==> config.mk <==
export PLATFORM = sky130hd
export DESIGN_NAME = arp_requester
export DESIGN_NICKNAME = d
export VERILOG_FILES = /design/src/rtl/arp_requester.sv
export SDC_FILE = /design/constraint.sdc
export NUM_CORES = 1
export LEC_CHECK = 0
export ABC_AREA = 1
export BUFFER_PORTS_ARGS = -buffer_cell sky130_fd_sc_hd__buf_2
export CAP_MARGIN = 20
export CORE_MARGIN = 2
export CORE_UTILIZATION = 49
export CTS_CLUSTER_SIZE = 16
export DETAILED_ROUTE_END_ITERATION = 10
export GPL_TIMING_DRIVEN = 0
export PLACE_DENSITY_LB_ADDON = 0.12
export SYNTH_ARGS = -nofsm -noshare
export SYNTH_HDL_FRONTEND = slang
export SYNTH_SLANG_ARGS = --single-unit
export TNS_END_PERCENT = 100
==> constraint.sdc <==
create_clock -name clk -period 2.8 [get_ports clk]
set_input_delay 0.42 -clock clk [delete_from_list [all_inputs] [get_ports clk]]
set_output_delay 0.42 -clock clk [all_outputs]
set_load 0.005 [all_outputs]
==> src/rtl/arp_requester.sv <==
// ARP requester (initiator) for the TX clock domain.
//
// On a resolve request it sends a 42-byte broadcast ARP request toward the MAC as a
// valid/ack byte stream. It then waits for a parsed ARP reply from the RX path whose
// sender protocol address matches the target. If no reply comes before the timeout it
// retransmits the same frame, up to MAX_RETRIES times, and then reports failure.
//
// Ports:
//   clk, rst            single clock; synchronous active-high reset
//   hw_addr_i           own MAC (ETH src, ARP SHA), latched on request accept
//   ip_addr_i           own IPv4 (ARP SPA), latched on request accept
//   req_i, req_ip_i     one-cycle resolve strobe and target IPv4; accepted only when idle
//   busy_o              high while a resolution is in progress
//   done_o, fail_o      one-cycle result pulses
//   resolved_mac_o      MAC from the last successful resolution
//   rx_reply_valid_i    one-cycle strobe for a parsed ARP reply
//   rx_reply_sha_i      reply sender hardware address
//   rx_reply_spa_i      reply sender protocol address
//   mac_data_o          TX byte
//   mac_valid_o         TX byte valid
//   mac_ack_i           MAC accepts the current byte this cycle
module arp_requester #(
  parameter int unsigned TIMEOUT_CYCLES = 1000000,
  parameter int unsigned MAX_RETRIES    = 3
) (
  input  logic        clk,
  input  logic        rst,
  input  logic [47:0] hw_addr_i,
  input  logic [31:0] ip_addr_i,
  input  logic        req_i,
  input  logic [31:0] req_ip_i,
  output logic        busy_o,
  output logic        done_o,
  output logic        fail_o,
  output logic [47:0] resolved_mac_o,
  input  logic        rx_reply_valid_i,
  input  logic [47:0] rx_reply_sha_i,
  input  logic [31:0] rx_reply_spa_i,
  output logic [7:0]  mac_data_o,
  output logic        mac_valid_o,
  input  logic        mac_ack_i
);

  localparam int unsigned TmoW = ($clog2(TIMEOUT_CYCLES) > 1) ? $clog2(TIMEOUT_CYCLES) : 1;
  localparam int unsigned AttW = ($clog2(MAX_RETRIES + 1) > 1) ? $clog2(MAX_RETRIES + 1) : 1;

  localparam logic [TmoW-1:0] TmoLast = TmoW'(TIMEOUT_CYCLES - 1);
  localparam logic [AttW-1:0] AttMax  = AttW'(MAX_RETRIES);
  localparam logic [5:0]      LastIdx = 6'd41;

  typedef enum logic [1:0] {
    StIdle,
    StSend,
    StWait
  } state_e;

  state_e          state_q;
  logic [47:0]     hw_q;
  logic [31:0]     ip_q;
  logic [31:0]     tgt_q;
  logic [AttW-1:0] attempt_q;
  logic [TmoW-1:0] tmo_q;
  logic [5:0]      byte_idx_q;

  logic [335:0]    frame_vec;
  logic [5:0]      idx_nxt;
  logic [8:0]      bit_base;
  logic [7:0]      byte_nxt;
  logic            reply_match;

  // Whole frame as one vector, byte 0 in the top bits; built from latched fields only so
  // input changes during a resolution cannot leak into a (re)transmission.
  always_comb begin
    frame_vec = {48'hffff_ffff_ffff,  // ETH dst: broadcast
                 hw_q,                // ETH src
                 16'h0806,            // ethertype ARP
                 16'h0001,            // htype Ethernet
                 16'h0800,            // ptype IPv4
                 8'h06, 8'h04,        // hlen, plen
                 16'h0001,            // oper request
                 hw_q,                // SHA
                 ip_q,                // SPA
                 48'h0,               // THA
                 tgt_q};              // TPA
    idx_nxt  = byte_idx_q + 6'd1;
    bit_base = {LastIdx - idx_nxt, 3'b000};
    byte_nxt = frame_vec[bit_base +: 8];
  end

  assign reply_match = rx_reply_valid_i && (rx_reply_spa_i == tgt_q);

  always_ff @(posedge clk) begin
    if (rst) begin
      state_q        <= StIdle;
      hw_q           <= '0;
      ip_q           <= '0;
      tgt_q          <= '0;
      attempt_q      <= '0;
      tmo_q          <= '0;
      byte_idx_q     <= '0;
      busy_o         <= 1'b0;
      done_o         <= 1'b0;
      fail_o         <= 1'b0;
      resolved_mac_o <= '0;
      mac_data_o     <= '0;
      mac_valid_o    <= 1'b0;
    end else begin
      done_o <= 1'b0;
      fail_o <= 1'b0;

      case (state_q)
        StIdle: begin
          if (req_i) begin
            tgt_q       <= req_ip_i;
            hw_q        <= hw_addr_i;
            ip_q        <= ip_addr_i;
            attempt_q   <= '0;
            byte_idx_q  <= '0;
            // Byte 0 is always broadcast FF, so it can be presented without the latched
            // fields, giving first valid byte one cycle after the request.
            mac_data_o  <= 8'hff;
            mac_valid_o <= 1'b1;
            busy_o      <= 1'b1;
            state_q     <= StSend;
          end
        end

        StSend: begin
          // mac_valid_o is always high here, so ack alone marks a transfer.
          if (mac_ack_i) begin
            if (byte_idx_q == LastIdx) begin
              mac_valid_o <= 1'b0;
              mac_data_o  <= '0;
              tmo_q       <= '0;
              state_q     <= StWait;
            end else begin
              byte_idx_q <= idx_nxt;
              mac_data_o <= byte_nxt;
            end
          end
        end

        StWait: begin
          // A match is checked before the timeout so it wins when both happen together.
          if (reply_match) begin
            resolved_mac_o <= rx_reply_sha_i;
            done_o         <= 1'b1;
            busy_o         <= 1'b0;
            state_q        <= StIdle;
          end else if (tmo_q == TmoLast) begin
            if (attempt_q < AttMax) begin
              attempt_q   <= attempt_q + AttW'(1);
              byte_idx_q  <= '0;
              mac_data_o  <= 8'hff;
              mac_valid_o <= 1'b1;
              state_q     <= StSend;
            end else begin
              fail_o  <= 1'b1;
              busy_o  <= 1'b0;
              state_q <= StIdle;
            end
          end else begin
            tmo_q <= tmo_q + TmoW'(1);
          end
        end

        default: begin
          state_q     <= StIdle;
          busy_o      <= 1'b0;
          mac_valid_o <= 1'b0;
        end
      endcase
    end
  end

endmodule

Word level (Yosys, flattened, before mapping). Cells that the tools add are included. W data, S select, Z words.

Bits in registers: 202. Logic and storage cells: 97. Output and inout bits: 60.

Multiplexer cells: 44. Reductions and logical operators: 16. Equal/unequal tests: 15. Bitwise gates (word level): 3. Add/subtract/negate cells: 4. Magnitude comparators: 1. Shifts and indexed selects: 1.

Operators by type and width (count): $shiftx A336 B10 Y8 (1); $mux W20 (4); $mux W8 (6); $pmux W20 S2 (1); $mux W6 (6); $eq A32 B32 Y1 (1); $pmux W8 S3 (1); $add A20 B1 Y20 const B (1); $eq A20 B20 Y1 const B (1); $mux W2 (9); $pmux W6 S3 (1); $ne A2 B2 Y1 const B (8); $mux W1 (12); $reduce_and A6 Y1 (2); $reduce_and A5 Y1 (2); $reduce_and A4 Y1 (2); $reduce_and A7 Y1 (1); $add A6 B1 Y6 const B (1); $eq A6 B6 Y1 const B (1); $ne A3 B3 Y1 const B (2); $pmux W1 S3 (2); $pmux W2 S3 (1); $sub A6 B6 Y6 const A (1); $pmux W2 S2 (1); other kinds (12) (16).

Logic depth before layout (Yosys ltp). Gate-level depths: netlist (run 1).

Word-level depth: 6. Mapped depth: 18. Mapped depth without buffers: 16.

Worst setup path before layout (run 1). Ideal clock, no wire load.

Path type: register to register. From: reg byte_idx_q[0]. To: reg mac_data_o[0]. Arrival: 2.949 ns. Path buffers: 5. Cell stages (with the launch flop): 17. Clock period less this slack: 3.013 ns. Setup slack: -0.213 ns. Data required time: 2.736 ns. Library setup time: 0.064 ns. Cells stage by stage: dfxtp_1 buf_4 clkinv_1 buf_2 ha_1 inv_2 clkbuf_1 ha_1 inv_1 clkbuf_1 clkbuf_1 nand3_1 nand3_1 nand2_1 a21oi_1 nor2_1 nor2_1.

Longest elaborated chain between the ends: 6. Elaborated cells on any way between the ends: 7.

Ends and longest elaborated chain: from (decl) (line 63) `logic [5:0] byte_idx_q;`; from (signal assigned) (line 137) `byte_idx_q <= idx_nxt;`; $add A6 B1 Y6 (line 85) `idx_nxt = byte_idx_q + 6'd1;`; $sub A6 B6 Y6 (line 86) `bit_base = {LastIdx - idx_nxt, 3'b000};`; $shiftx A336 B10 Y8 (line 87) `byte_nxt = frame_vec[bit_base +: 8];`; $mux W8 (*) (line 131) `if (byte_idx_q == LastIdx) begin`; $mux W8 (*) (line 130) `if (mac_ack_i) begin`; $pmux W8 S3 (*) (line 111) `case (state_q)`; to (signal assigned) (line 138) `mac_data_o <= byte_nxt;`; to (decl) (line 39) `output logic [7:0] mac_data_o,`.

Mark *: on every way between the ends. The rest lies on a longest branch, timed or not. The select of a mux whose other input is x is not followed. A chain may end at the register's enable or synchronous reset.

Final worst setup path (run 1).
From: reg byte_idx_q[0]. To: reg mac_data_o[1].

The elaborated chain is that of the path after synthesis.

==> summary.txt, run 1 <==
Clocking
  • CTS max path bufs: 3
  • CTS tree: yes
  • Num CTS Buffers: 22
  • Clock latency on the worst-skew pair: 510 ps
  • Clock transition at path regs: 60 ps
  • Clk sink count: 202
  • Root buffer cell: clkbuf_16
  • CTS H-Tree Depth: 1

Final layout
  • Share of layout cells above drive strength 1: 20.05%
  • Final #Nets: 2037
  • Final cell count without fillers: 2115
  • FF+latch area: 4049 µm²
  • Area Growth Syn to Fin: 23.64%
  • # diodes: 0
  • Layout fillers: 2014
  • Post-Route Utilization: 62.24%
  • Area taken by multi-input logic gates: 5180 µm²
  • Final design area excluding fillers: 12710 µm²

Yosys
  • Async SR Flop Fraction: 0%
  • Register area share after synthesis: 39.32%
  • #FFs+latches synth: 202
  • Number of synthesized flops with an enable pin: 0
  • Top cells by area, synth: dfxtp_1, nand2_1, o21ai_0
  • Syn avg cell area: 6.630 µm²
  • Largest area contributor in the netlist: dfxtp_1
  • Post-synth top area share: 39.32%
  • Mapped Cells: 1551
  • Yosys Warn Count: 0
  • Synth Flop Type: dfxtp_1
  • Post-synthesis cell type count: 43
  • Most frequent cell after synthesis: nand2_1
  • Syn_nets: 1757
  • Commonest cells post-synth: nand2_1, nor2_1, dfxtp_1
  • Synthesized area: 10280 µm²

Die
  • Die Y-Extent: 148.9 µm
  • Row cnt: 52
  • Die area: 22160 µm²
  • Initial core utilization: 50.34%
  • Die X: 148.9 µm
  • # IOs: 257
  • Area of the core: 20430 µm²

Pwr
  • Lkg Pwr: 0.005756 µW
  • Design Power: 9206 µW
  • Combinational power share: 31.7%
  • Pwr/cell area: 724.1 nW/µm²
  • Seq pwr share: 37.5%
  • Internal: 5862 µW
  • Worst vdd ir: 0.4464 mV
  • Switching share of total power: 36.32%
  • Clk pwr share: 30.8%
  • NetSw: 3344 µW

Timing
  • Unrepaired setup endpoints after global routing: no
  • Rel. slew slack: 31.47%
  • Fmax: 377.4 MHz
  • Final setup viols: 0
  • Fin Clk Skew: 7.896 ps
  • Crit path time final: 2650 ps
  • Hold violation count in the final report: 0
  • Worst slew pin tran: 1028 ps
  • Tcrit/Tclk final: 94.64%
  • Slew Viols, Final: 0

Critical path
  • Critical Path Start Type: register
  • Kind of critical path: reg2reg
  • Worst Path Max Fanout: 19
  • CP Capture Type: register
  • Slowest-stage cell, CP: dfxtp_4
  • FF-to-FF path depth: 15
  • Crit path DAT: 3050 ps
  • CP peak stage delay: 370 ps
  • Req. time, crit path: 3200 ps
  • Crit-path cells: buf_8 > inv_8 > ha_4 > inv_4 > clkbuf_16 > ha_1 > inv_1 > clkbuf_2 > o21ai_0 > nand3_1 > nand3_1 > nand2_1 > a21oi_2 > nor2_1 > nor2_1

GRT
  • Initial antenna violation count: 0
  • Total GRT Usage: 30.31%
  • First-pass GRT wire length: 53230 µm
  • Vias in the first global route: 10135
  • GRT overflow: 0
  • Largest net degree at the start of global routing: 15

Route
  • Drt first pass iters: 5
  • Post-Route WL: 34510 µm
  • Drt first-iter violations: 681
  • Antenna Nets Post-Route: 0
  • Via density: 5.262
  • Vias post-DR: 11129
  • Routed wire per std cell: 16.32 µm
  • DRC: 0

Placement
  • Placed inst area: 11900 µm²
  • RePlAce Congestion: 0.9491
  • HPWL Detailed: 26230 µm
  • Port buffer count: 255
  • Cell count after placement: 2076

Flow run
  • Max cap viols: 0

Worst hold path
  • Hold Crit Depth: 3
  • Hold WC Path Type: in2reg

Status
  • Status: finished, final reports clean
-- flip-flops by register name, indices dropped and copies added (netlist names) --
register / flops
attempt_q: 2
tgt_q: 32
resolved_mac_o: 48
mac_valid_o: 1
state_q: 2
mac_data_o: 8
busy_o: 1
hw_q: 48
fail_o: 1
tmo_q: 20
ip_q: 32
done_o: 1
byte_idx_q: 6
-- path summary, 6_finish.rpt --
kind,from,to,slack [ps]
max,byte_idx_q[0]$_SDFFE_PP0P_,mac_data_o[1]$_SDFFE_PP0P_,150
min,req_ip_i[31],tgt_q[31]$_SDFFE_PP0P_,160
max reg2reg,byte_idx_q[0]$_SDFFE_PP0P_,mac_data_o[1]$_SDFFE_PP0P_,150
min reg2reg,resolved_mac_o[26]$_SDFFE_PP0P_,resolved_mac_o[26]$_SDFFE_PP0P_,440
-- power by group through the flow --
stage	registers [µW]	clock network, µW	logic, µW
after global routing	3490	2970	3250
after CTS	3450	2860	2840
after global placement	3500	0	2720
after floorplan	3430	0	1840
final	3450	2840	2910
after detailed placement	3500	0	2740
-- routing by layer --
metal  vias up  part of all wire (%)  global-route usage (%)
met1      5058                    44                   42.19
li1       5567                     -                       -
met2       426                    44                   48.84
met3        78                   8.2                   4.373
met4         0                   3.1                   9.381
met5         -                     0                       0
-- placed cells by master, fill, tap and decap left out, types with 8 or more instances in the layout --
master,synthesis,routed
clkbuf_16,0,24
inv_2,12,10
xor2_1,16,16
nand4_1,20,20
clkbuf_1,54,54
nand2_1,283,282
nand2_2,8,9
inv_1,172,172
o211ai_1,14,14
ha_1,9,8
nor2_1,235,234
xnor2_1,10,10
o21ai_0,196,193
nor3_1,10,10
buf_2,20,272
a21oi_1,161,160
nand3_1,76,76
dfxtp_1,202,200
-- stage by stage --
stage	hold WS, ps	setup TNS (ps)	worst slack (ps)
3_5_place_dp	429.2	-8496	-1154
3_3_place_gp	429.3	-8323	-1127
2_1_floorplan	420.0	0	3.481
4_1_cts	158.3	0	4.878
5_1_grt	170.6	0	4.180
6_report	162.9	0	150.0
-- critical path, delay by kind of cell (launching register included) --
family	cells	cell delay, ps
AO/OA/AOI/OAI	2	220
flip-flops	1	370
adder cells (fa/ha/maj)	2	490
buffers and inverters	6	960
AND/OR/NAND/NOR	5	500
-- layout make-up --
| cell class | instances | share of cell area [%] |
|---|---|---|
| Timing Repair Buffer | 257 | 10.16 |
| Inverter | 185 | 5.560 |
| Clock buffer | 32 | 5.029 |
| Clock inverter | 6 | 0.4625 |
| Tap cell | 270 | 2.657 |
| Sequential cell | 202 | 31.84 |
| Buffer | 84 | 3.552 |
| Multi-Input combinational cell | 1079 | 40.74 |
-- what timing repair did --
| item | 4_1_cts | 5_1_grt |
|---|---|---|
| hold endpoints to repair | 0 | 0 |
| hold buffers | 0 | 0 |
| setup buffers | 1 | 1 |
| endpoints found under the setup margin | 8 | 9 |
| gates cloned | 0 | 0 |
| gates resized for setup | 26 | 9 |
| pin swaps | 2 | 2 |
-- cells by family after synthesis --
group,share of synthesized area (%)
simple gates,27.05
compound gates,19.71
buf+inv,10.61
flops,39.32
xor+xnor,2.214
fa+ha+maj,1.095
Note: power is estimated with default switching activity, not from simulation.
==> run 2, diff against run 1 <==
- RECOVER_POWER: not set -> 50
==> run 2 against run 1 <==
Effect of this change: critical endpoint is now mac_data_o[6]$_SDFFE_PP0P_; critical path type unchanged; via count shrank 0.38%; sequential power about the same; wire length is 0.30% lower; largest cell class unchanged; die area is the same; sequential cell count unchanged; clock power about the same; critical path depth unchanged.
==> summary.txt, run 2 (synthesized netlist as in run 1, its figures left out) <==
Status
  • Status: finished, final reports clean

GRT
  • Met2 GRT Util: 48.84% (unchanged)
  • GRT met3 Usage: 4.373% (unchanged)
  • GRT Max-Usage Layer: met2
  • First-pass GRT wire length: 53230 µm (unchanged)
  • Initial antenna violation count: 0 (unchanged)
  • GRT overflow: 0 (unchanged)
  • Largest net degree at the start of global routing: 15 (unchanged)
  • Total GRT Usage: 30.31% (unchanged)
  • Vias in the first global route: 10135 (unchanged)
  • Met1 Use GR: 42.19% (unchanged)

Route
  • Drt first pass iters: 5 (unchanged)
  • Drt first-iter violations: 671 (-1.5%)
  • Via density: 5.242 (-0.38%)
  • Routed wire per std cell: 16.27 µm (-0.30%)
  • Post-Route WL: 34400 µm (-0.30%)
  • Antenna Nets Post-Route: 0 (unchanged)
  • Vias post-DR: 11087 (-0.38%)
  • DRC: 0 (unchanged)

Pwr
  • Lkg Pwr: 0.005563 µW (-3.3%)
  • Worst vdd ir: 0.4462 mV (about the same)
  • Design Power: 9168 µW (-0.42%)
  • Pwr/cell area: 727.9 nW/µm² (+0.52%)

Critical path
  • R2R Path Start: byte_idx_q[0]$_SDFFE_PP0P_
  • Critical Path Start Type: register
  • CP Capture Type: register
  • Worst Path Max Fanout: 19 (unchanged)
  • Slowest-stage cell, CP: dfxtp_4
  • Crit-path cells: buf_8 > inv_8 > ha_4 > inv_4 > nand2_2 > inv_4 > buf_2 > nand2_1 > a31oi_1 > o21ai_0 > nor2_1 > nor2_1 > nor2_1 > nor2_1 > nor2_1
  • Req. time, crit path: 3250 ps (+50 ps)
  • FF-to-FF path depth: 15 (unchanged)
  • Most frequent CP cell: nor2_1
  • Crit path DAT: 3090 ps (+40 ps)
  • CP peak stage delay: 370 ps (about the same)
  • Worst R2R Setup Slack: 160 ps (about the same)
  • R2R Path End: mac_data_o[6]$_SDFFE_PP0P_
  • Kind of critical path: reg2reg

Timing
  • Unrepaired setup endpoints after global routing: no
  • Setup WS post-layout: 161.8 ps (+11.79 ps)
  • Worst slew pin tran: 993.3 ps (-34.58 ps)
  • Crit path time final: 2638 ps (-11.79 ps)
  • Slew Viols, Final: 0 (unchanged)
  • Tcrit/Tclk final: 94.22% (-0.42 points)
  • Hold slack: 163.4 ps (+0.4790 ps)
  • Fin Clk Skew: 7.974 ps (+0.07871 ps)
  • Rel. slew slack: 33.78% (+2.3 points)
  • Fmax: 379.0 MHz (+0.45%)
  • Final setup viols: 0 (unchanged)
  • Hold violation count in the final report: 0 (unchanged)

Worst hold path
  • Hold WC Path Type: in2reg
  • Hold Path Sink: tgt_q[31]$_SDFFE_PP0P_
  • Hold Crit Depth: 3 (unchanged)
  • Min-Delay Startpoint: req_ip_i[31]

Clocking
  • CTS max path bufs: 3 (unchanged)
  • Clock transition at path regs: 60 ps (about the same)
  • CTS H-Tree Depth: 1 (unchanged)
  • Num CTS Buffers: 22 (unchanged)
  • Clk sink count: 202 (unchanged)
  • Root buffer cell: clkbuf_16
  • CTS tree: yes
  • Clock latency on the worst-skew pair: 510 ps (about the same)

Placement
  • Port buffer count: 255 (unchanged)
  • RePlAce Congestion: 0.9491 (unchanged)
  • Cell count after placement: 2076 (unchanged)
  • Pre-CTS setup slack: -1154 ps (unchanged)
  • HPWL Detailed: 26230 µm (unchanged)

Final layout
  • Commonest non-fill, non-tap cell in the layout: nand2_1
  • Post-Route Utilization: 61.65% (-0.58 points)
  • Area Growth Syn to Fin: 22.48%
  • Share of layout cells above drive strength 1: 17.13% (-2.9 points)
  • Commonest non-fill, non-tap cells in the layout: nand2_1, nor2_1, buf_2, dfxtp_1, o21ai_0
  • Final #Nets: 2037 (unchanged)
  • # diodes: 0 (unchanged)
  • Final cell count without fillers: 2115 (unchanged)
  • Layout fillers: 2051 (+1.8%)
  • Top flop regs: hw_q (48), resolved_mac_o (48)

Die
  • # IOs: 257 (unchanged)
  • Initial core utilization: 50.34% (unchanged)
  • Row cnt: 52 (unchanged)
  • Die X: 148.9 µm (unchanged)
  • Area of the core: 20430 µm² (unchanged)
  • Die Y-Extent: 148.9 µm (unchanged)
  • Die area: 22160 µm² (unchanged)

Flow run
  • Max cap viols: 0 (unchanged)
run 2: changes by cell type in the layout (fill, tap and decap cells not counted), moves of 2 or more:
| cell | before | now |
|---|---|---|
| buf_2 | 272 | 223 |
| clkbuf_1 | 54 | 102 |
| clkbuf_2 | 2 | 6 |
| buf_6 | 5 | 3 |
| inv_1 | 172 | 174 |
| inv_2 | 10 | 8 |
| nand3_1 | 76 | 78 |
| nand3_4 | 3 | 1 |
run 2: where the power goes:
part           internal [µW]  switching, µW  leakage, µW
logic                    941           1940      0.00356
registers               3230            225      0.00166
clock network           1670           1160     0.000346
total                   5840           3330      0.00556
run 2: worst max path at each step:
stage | from | to | slack (ps) | depth (start not counted)
after global placement | byte_idx_q[0]$_SDFFE_PP0P_ | mac_data_o[1]$_SDFFE_PP0P_ | -1130 | 16
after CTS | byte_idx_q[0]$_SDFFE_PP0P_ | mac_data_o[2]$_SDFFE_PP0P_ | 5 | 17
after detailed placement | byte_idx_q[0]$_SDFFE_PP0P_ | mac_data_o[1]$_SDFFE_PP0P_ | -1150 | 16
final | byte_idx_q[0]$_SDFFE_PP0P_ | mac_data_o[6]$_SDFFE_PP0P_ | 160 | 15
after floorplan | byte_idx_q[0]$_SDFFE_PP0P_ | mac_data_o[0]$_SDFFE_PP0P_ | 3 | 16
after global routing | byte_idx_q[0]$_SDFFE_PP0P_ | mac_data_o[2]$_SDFFE_PP0P_ | 4 | 16
run 2: cell type report:
type	instances	area, µm²	share of cell area [%]
inverter	185	706.9	5.612
clock buffer	32	639.4	5.076
tap	270	337.8	2.682
timing repair buffer	257	1237	9.824
multi-input combinational	1079	5132	40.75
clock inverter	6	58.81	0.4669
sequential	202	4049	32.14
buffer	84	434.2	3.447
run 2: through the flow:
step / cell area, µm² / TNS (ps)
floorplan: 10290 / 0
global placement: 11900 / -8323
detailed placement: 11900 / -8496
CTS: 12700 / 0
global route: 12600 / 0
finish: 12600 / 0
run 2: per-layer routing:
metal	routed length [µm]	share of wire (%)
met1	15360	45
met4	1097	3.2
met5	0	0
met2	15210	44
met3	2739	8.0
run 2: critical path, delay by kind of cell, from the launching register on:
family / cells / cell delay, ps
compound gates: 2 / 320
fa+ha+maj: 1 / 230
buf+inv: 5 / 890
flops: 1 / 370
simple gates: 7 / 740
run 2: repair_timing:
item	CTS	global route
pin swaps	2	2
buffers inserted	1	1
resized for setup	26	9
hold buffers	0	0
endpoints found under the setup margin	8	9
